## src/rtl/bcd_digit_loader_if.sv

```systemverilog
// Handshake bundle between a digit source, the bcd_digit_loader and the
// downstream BCD-to-binary converter.
interface bcd_digit_loader_if;
    logic [3:0] digit_in;
    logic       digit_valid;
    logic       digit_ready;
    logic [5:0] bcd_out;
    logic       g_n;
    logic       out_valid;
    logic       out_ack;
    logic       err;

    modport master (
        output digit_in, digit_valid, out_ack,
        input  digit_ready, bcd_out, g_n, out_valid, err
    );

    modport slave (
        input  digit_in, digit_valid, out_ack,
        output digit_ready, bcd_out, g_n, out_valid, err
    );
endinterface

```

## src/rtl/bcd_digit_loader.sv

```systemverilog
// Collects two BCD digits into a 6-bit word {tens[1:0], units} for the converter.
// Optional single-digit timeout is enabled by defining DIGIT_TIMEOUT_EN.
module bcd_digit_loader #(
    parameter int TIMEOUT = 255,
    parameter int TMO_W   = 8
) (
    input  logic                clk,
    input  logic                rst_n,
    input  logic                clear,
    bcd_digit_loader_if.slave   bus
);

    typedef enum logic [1:0] {IDLE, FIRST, HOLD, ERROR} state_t;

    state_t     state;
    logic [3:0] first_digit;
    logic [5:0] bcd_q;
    logic       g_n_q;
    logic       out_valid_q;
    logic       err_q;
    logic       ready;
    logic       accept;

    // Elaboration-time guard: the counter must be able to reach TIMEOUT-1.
    if ((2 ** TMO_W) < TIMEOUT) begin : g_bad_cfg
        $error("bcd_digit_loader: TMO_W too narrow for TIMEOUT");
    end

`ifdef DIGIT_TIMEOUT_EN
    logic [TMO_W-1:0] tmo_cnt;
`endif

    assign ready  = ((state == IDLE) || (state == FIRST)) && !clear;
    assign accept = bus.digit_valid && ready;

    assign bus.digit_ready = ready;
    assign bus.bcd_out     = bcd_q;
    assign bus.g_n         = g_n_q;
    assign bus.out_valid   = out_valid_q;
    assign bus.err         = err_q;

    always_ff @(posedge clk or negedge rst_n) begin
        if (!rst_n) begin
            state       <= IDLE;
            first_digit <= '0;
            bcd_q       <= '0;
            g_n_q       <= 1'b1;
            out_valid_q <= 1'b0;
            err_q       <= 1'b0;
`ifdef DIGIT_TIMEOUT_EN
            tmo_cnt     <= '0;
`endif
        end else if (clear) begin
            state       <= IDLE;
            first_digit <= '0;
            bcd_q       <= '0;
            g_n_q       <= 1'b1;
            out_valid_q <= 1'b0;
            err_q       <= 1'b0;
        end else begin
            case (state)
                IDLE: begin
                    if (accept) begin
                        if (bus.digit_in <= 4'd9) begin
                            first_digit <= bus.digit_in;
                            state       <= FIRST;
`ifdef DIGIT_TIMEOUT_EN
                            tmo_cnt     <= '0;
`endif
                        end else begin
                            err_q <= 1'b1;
                            state <= ERROR;
                        end
                    end
                end
                FIRST: begin
                    if (accept) begin
                        if ((bus.digit_in <= 4'd9) && (first_digit <= 4'd3)) begin
                            bcd_q       <= {first_digit[1:0], bus.digit_in};
                            out_valid_q <= 1'b1;
                            g_n_q       <= 1'b0;
                            state       <= HOLD;
                        end else begin
                            err_q <= 1'b1;
                            state <= ERROR;
                        end
                    end
`ifdef DIGIT_TIMEOUT_EN
                    // A digit arriving on the timeout cycle wins over the timeout.
                    else if (tmo_cnt == TMO_W'(TIMEOUT - 1)) begin
                        bcd_q       <= {2'b00, first_digit};
                        out_valid_q <= 1'b1;
                        g_n_q       <= 1'b0;
                        state       <= HOLD;
                    end else begin
                        tmo_cnt <= tmo_cnt + 1'b1;
                    end
`endif
                end
                HOLD: begin
                    if (bus.out_ack) begin
                        out_valid_q <= 1'b0;
                        g_n_q       <= 1'b1;
                        state       <= IDLE;
                    end
                end
                ERROR: begin
                    err_q       <= 1'b1;
                    g_n_q       <= 1'b1;
                    out_valid_q <= 1'b0;
                end
                default: state <= IDLE;
            endcase
        end
    end

endmodule
```

## src/flat_wrapper.sv

```systemverilog
// flat-port wrapper written by rule: the top's interface ports become plain ports
module bcd_digit_loader_flat 
#(
    parameter int TIMEOUT = 255,
    parameter int TMO_W   = 8
)
  (clk, rst_n, clear, bus_digit_in, bus_digit_valid, bus_out_ack, bus_digit_ready, bus_bcd_out, bus_g_n, bus_out_valid, bus_err);
  bcd_digit_loader_if bus_i ();
  input  logic clk;
  input  logic rst_n;
  input  logic clear;
  input wire logic [$bits(bus_i.digit_in)-1:0] bus_digit_in;
  input wire logic [$bits(bus_i.digit_valid)-1:0] bus_digit_valid;
  input wire logic [$bits(bus_i.out_ack)-1:0] bus_out_ack;
  output wire logic [$bits(bus_i.digit_ready)-1:0] bus_digit_ready;
  output wire logic [$bits(bus_i.bcd_out)-1:0] bus_bcd_out;
  output wire logic [$bits(bus_i.g_n)-1:0] bus_g_n;
  output wire logic [$bits(bus_i.out_valid)-1:0] bus_out_valid;
  output wire logic [$bits(bus_i.err)-1:0] bus_err;
  assign bus_i.digit_in = bus_digit_in;
  assign bus_i.digit_valid = bus_digit_valid;
  assign bus_i.out_ack = bus_out_ack;
  assign bus_digit_ready = bus_i.digit_ready;
  assign bus_bcd_out = bus_i.bcd_out;
  assign bus_g_n = bus_i.g_n;
  assign bus_out_valid = bus_i.out_valid;
  assign bus_err = bus_i.err;
  bcd_digit_loader #(.TIMEOUT(TIMEOUT), .TMO_W(TMO_W)) u_core (.clk(clk), .rst_n(rst_n), .clear(clear), .bus(bus_i));
endmodule
```

## config.mk

```make
export PLATFORM = sky130hd
export DESIGN_NAME = bcd_digit_loader_flat
export DESIGN_NICKNAME = d
export VERILOG_FILES = /design/src/rtl/bcd_digit_loader_if.sv /design/src/rtl/bcd_digit_loader.sv /design/src/flat_wrapper.sv
export SDC_FILE = /design/constraint.sdc
export NUM_CORES = 1
export LEC_CHECK = 0
export CAP_MARGIN = 20
export CORE_AREA = 2 2 44 46
export CTS_CLUSTER_DIAMETER = 60
export CTS_CLUSTER_SIZE = 8
export DETAILED_ROUTE_END_ITERATION = 8
export DIE_AREA = 0 0 46 48
export GPL_ROUTABILITY_DRIVEN = 1
export PLACE_DENSITY = 0.86
export SYNTH_ARGS = -nofsm -noshare
export SYNTH_HDL_FRONTEND = slang
export SYNTH_SLANG_ARGS = --single-unit
```

## constraint.sdc

```tcl
create_clock -name clk -period 2.5 [get_ports clk]
set_input_delay 0.5 -clock clk [delete_from_list [all_inputs] [get_ports clk]]
set_output_delay 0.5 -clock clk [all_outputs]
set_load 0.03 [all_outputs]
```

Word-level counts from Yosys, hierarchy flattened. Cells that the tools add are included.

Order comparisons: 2. Eq/ne operators: 9. Multiplexer cells: 31. Reduce and logical (&&, ||, !) cells: 19.

Operator list (number): $mux 6 (4); $mux 4 (4); $mux 1 (14); $ne 3x3->1 const B (4); $reduce_bool 4->1 (3); $mux 2 (5); $reduce_bool 2->1 (5); $pmux 1 s3 (3); $reduce_and 4->1 (2); $ne 3x2->1 const B (2); $pmux 2 s3 (1); $reduce_and 3->1 (2); $reduce_and 5->1 (1); $eq 2x2->1 const B (2); $le 4x2->1 const B (1); $le 4x4->1 const B (1); $logic_and 1x1->1 (3); $eq 2x1->1 const B (1); $logic_not 2->1 (1); $logic_not 1->1 (1); $logic_or 1x1->1 (1).

Bits in registers: 15. Bits of input ports: 9. Output and inout bits: 10. Logic and storage cells: 67.

Depth between registers and ports, before layout.
Word-level depth: 7. Mapped depth: 6. Mapped depth without buffers: 6.

Least setup slack after synthesis. OpenSTA, ideal clock, no wires.

Path kind: input-to-output. Start point: in clear. End point: out bus_digit_ready. Arrival time: 1283 ps. Required time: 2000 ps. Slack: 717 ps. Stages on the path: 3. Buffers on the path: 2. Cells stage by stage: buf_2 buf_1 nor2_1.

Cells in the longest elaborated chain, start to end: 2.

RTL lines: start, declared (RTL line flat_wrapper.sv:11) `input logic clear;`; $logic_not 1->1 (RTL line bcd_digit_loader.sv:33) `assign ready = ((state == IDLE) || (state == FIRST)) && !clear;`; $logic_and 1x1->1 (RTL line bcd_digit_loader.sv:33); end, declared (RTL line flat_wrapper.sv:15) `output wire logic [$bits(bus_i.digit_ready)-1:0] bus_digit_ready;`.

Every way passes these cells.

Worst setup path in the final report.
Start point: reg u_core.g_n_q (netlist: u_core.bus.g_n). End point: out bus_g_n.

RTL lines: start, declared (RTL line bcd_digit_loader.sv:18) `logic g_n_q;`; start signal, assigned (RTL line bcd_digit_loader.sv:47) `g_n_q <= 1'b1;`; start signal, assigned (RTL line bcd_digit_loader.sv:57) `g_n_q <= 1'b1;`; start signal, assigned (RTL line bcd_digit_loader.sv:81) `g_n_q <= 1'b0;`; end, declared (RTL line flat_wrapper.sv:17) `output wire logic [$bits(bus_i.g_n)-1:0] bus_g_n;`.

No word-level cell between the ends.

==> reports/qor.txt <==
Outcome: finished, final reports clean
Synth Warn #: 0
Worst Setup SP: u_core.bus.g_n
Design area: 1030 um2
DR vias: 630
Max Fclk: 0.507 GHz
Crit path time final: 1970 ps
Post-CTS Repair Setup Buffers: 0
First-pass GRT wire length: 2590 um
Clk_lat worst skew: 280 ps
Worst setup SP type: register
Synth-to-Final Area Change: 28.0%
Starting Density: 47.6%
Worst-path fanout max: 2
Largest stage delay, worst path: 660 ps
Met2 Usage GRT: 25.8%
Gates resized, CTS repair: 0
Die width: 46 um
Fin. Hold Viols: 0
Max-cap viol count: 0
Critical-path cell list: clkdlybuf4s50_1
Final setup TNS: 0 ps
Synth top area cells: dfrtp_1 44%, mux2i_1 12%, ha_1 6.2%, nor2_1 6.1%, dfstp_2 3.3%
Largest net degree at the start of global routing: 17
Core footprint: 1690 um2
Maximum VDD drop: 0.348 mV
CP max-delay cell: clkdlybuf4s50_1
GR Util met1: 22.4%
Clock Skews: 3.52 ps
Worst slew pin tran: 672 ps
Leak pwr: 0.508 nW
CP bufs+invs: 1
Post-Syn Area: 803 um2
WL per Instance: 12.9 um
Clock Pin Slew Worst Setup and Hold Paths: 90 ps
Hold Path Origin: u_core.bus.g_n
Clk buf depth: 2
Area of placed instances: 1000 um2
Dpl hpwl: 1130 um
Post-layout net count: 113
Die area: 2210 um2
Sequential-to-total area share from yosys stat: 46.9%
PD cells: 846 nW/um2
Cell taking the most area after synthesis: dfrtp_1
Post-synth EDFFs: 0
Critical Path Sink Type: primary output
Yosys cell types: 27
Commonest non-fill, non-tap cell in the layout: clkdlybuf4s50_1
GRT met3 Usage: 3.02%
Port bufs: 18
DR pass1 iterations: 4
Hold Path Class: register to register
CTS Sinks: 15
Most frequent cells in the layout: 17 x clkdlybuf4s50_1, 14 x dfrtp_1, 13 x nor2_1
Max-slew headroom: 55.0%
DR iter-0 viols: 10
Synthesized area per cell: 10.3 um2
Yosys top cell area share: 43.6%
Endpoints failing setup: 0
GRT busiest layer: met2
Vias in the first global route: 596
DR vias/cell: 5.43
GP Congestion: 0.782
Final Max Slew Viols: 0
H-tree depth: 1
Arrival time at the worst endpoint: 1470 ps
Die span in y: 48 um
Net Count, Synth: 91
Pwr Total: 870 uW
Seq cells post-synth: 15
Worst r2r src: u_core.state[1]
Final wirelength: 1500 um
Crit share post-route: 78.8%
Main synth FF type: dfrtp_1
Hold Slack: 467 ps
Worst Path Required: 2000 ps
Fraction of layout cells with a size suffix above 1: 14.1%
# fillers: 148
Clk Tree Root Cell: clkbuf_4
Crit path max-delay family: buffers and inverters
TritonCTS clock tree: built
Critical path type: register to primary output
Routed Antenna Nets: 0
Gr usage total: 16.5%
FP Rows: 15
RSZ-0062 raised after global routing: false
Io pins: 19
Post-Synthesis Cells: 78
Asr flop ratio synth: 100%
CTS Hold Bufs: 0
Cts bufs inserted: 3
Antenna violations before repair: 0
Drt drc: 0
Grt total ovfl: 0
Number of diodes: 0
-- cells by family after synthesis --
| logic type | Yosys count | share of synthesized area, % |
|---|---|---|
| buffers and inverters | 6 | 2.96 |
| AO/OA/AOI/OAI | 15 | 12.3 |
| adder cells (fa/ha/maj) | 4 | 6.23 |
| AND/OR/NAND/NOR | 27 | 17.3 |
| multiplexers | 11 | 14.3 |
| flip-flops | 15 | 46.9 |
-- cell usage after synthesis (2+ instances only) --
cell type,count
o21ai_0,4
a21oi_1,5
nand2_1,3
mux2i_1,10
nor2_1,13
inv_1,4
ha_1,4
a31oi_1,2
nand2b_1,2
dfrtp_1,14
-- tightest hold or removal path: cells and delay by family, from the launching register on --
kind                   cells  cell delay [ps]
buffers and inverters      1               40
AO/OA/AOI/OAI              1               50
flip-flops                 1              380
-- power breakdown --
group / leakage (nW) / total [mW] / switching, mW / internal, mW
sequential: 0.201 / 0.317 / 0.0276 / 0.289
combinational: 0.290 / 0.418 / 0.231 / 0.187
clock: 0.0177 / 0.135 / 0.0756 / 0.0593
total: 0.508 / 0.870 / 0.334 / 0.536
-- cell type report --
type	count	area (um2)	area share, %
multi-input cells	57	403	39.2
flip-flops and latches	15	377	36.6
repair buffers	19	185	18.0
clock buffers	3	22.5	2.19
well taps	17	21.3	2.07
inverters	4	15.0	1.46
clock inverters	1	5.00	0.487
-- path summary, 6_finish.rpt --
kind	to	slack, ps	depth (start not counted)
setup reg to reg	u_core.state[1]	770	6
hold reg to reg	u_core.bus.g_n	470	2
hold / removal	u_core.bus.g_n	470	2
max in group asynchronous	u_core.first_digit[3]	1450	1
min in group asynchronous	u_core.bus.err	620	1
setup / recovery	bus_g_n	530	1
-- layer usage --
metal | up-vias | share of wire (%) | wire [um]
met5 | - | 0 | 0
met4 | 0 | 0 | 0
met3 | 0 | 5.3 | 79
met2 | 22 | 48 | 722
met1 | 299 | 47 | 697
li1 | 309 | - | -
-- per-stage QoR --
stage	instances	util [%]	worst slack, ps
global placement	112	59.3	573
detailed placement	112	59.3	505
finish	116	60.9	529
floorplan	78	-	717
CTS	116	60.9	511
global route	116	60.9	461
-- state kept, by name, summed over array words and instances, names as in the netlist --
| register | cells |
|---|---|
| u_core.state | 2 |
| u_core.bus.out_valid | 1 |
| u_core.bus.err | 1 |
| u_core.bus.bcd_out | 6 |
| u_core.bus.g_n | 1 |
| u_core.first_digit | 4 |
No activity file was read; power rests on OpenSTA's default activity.
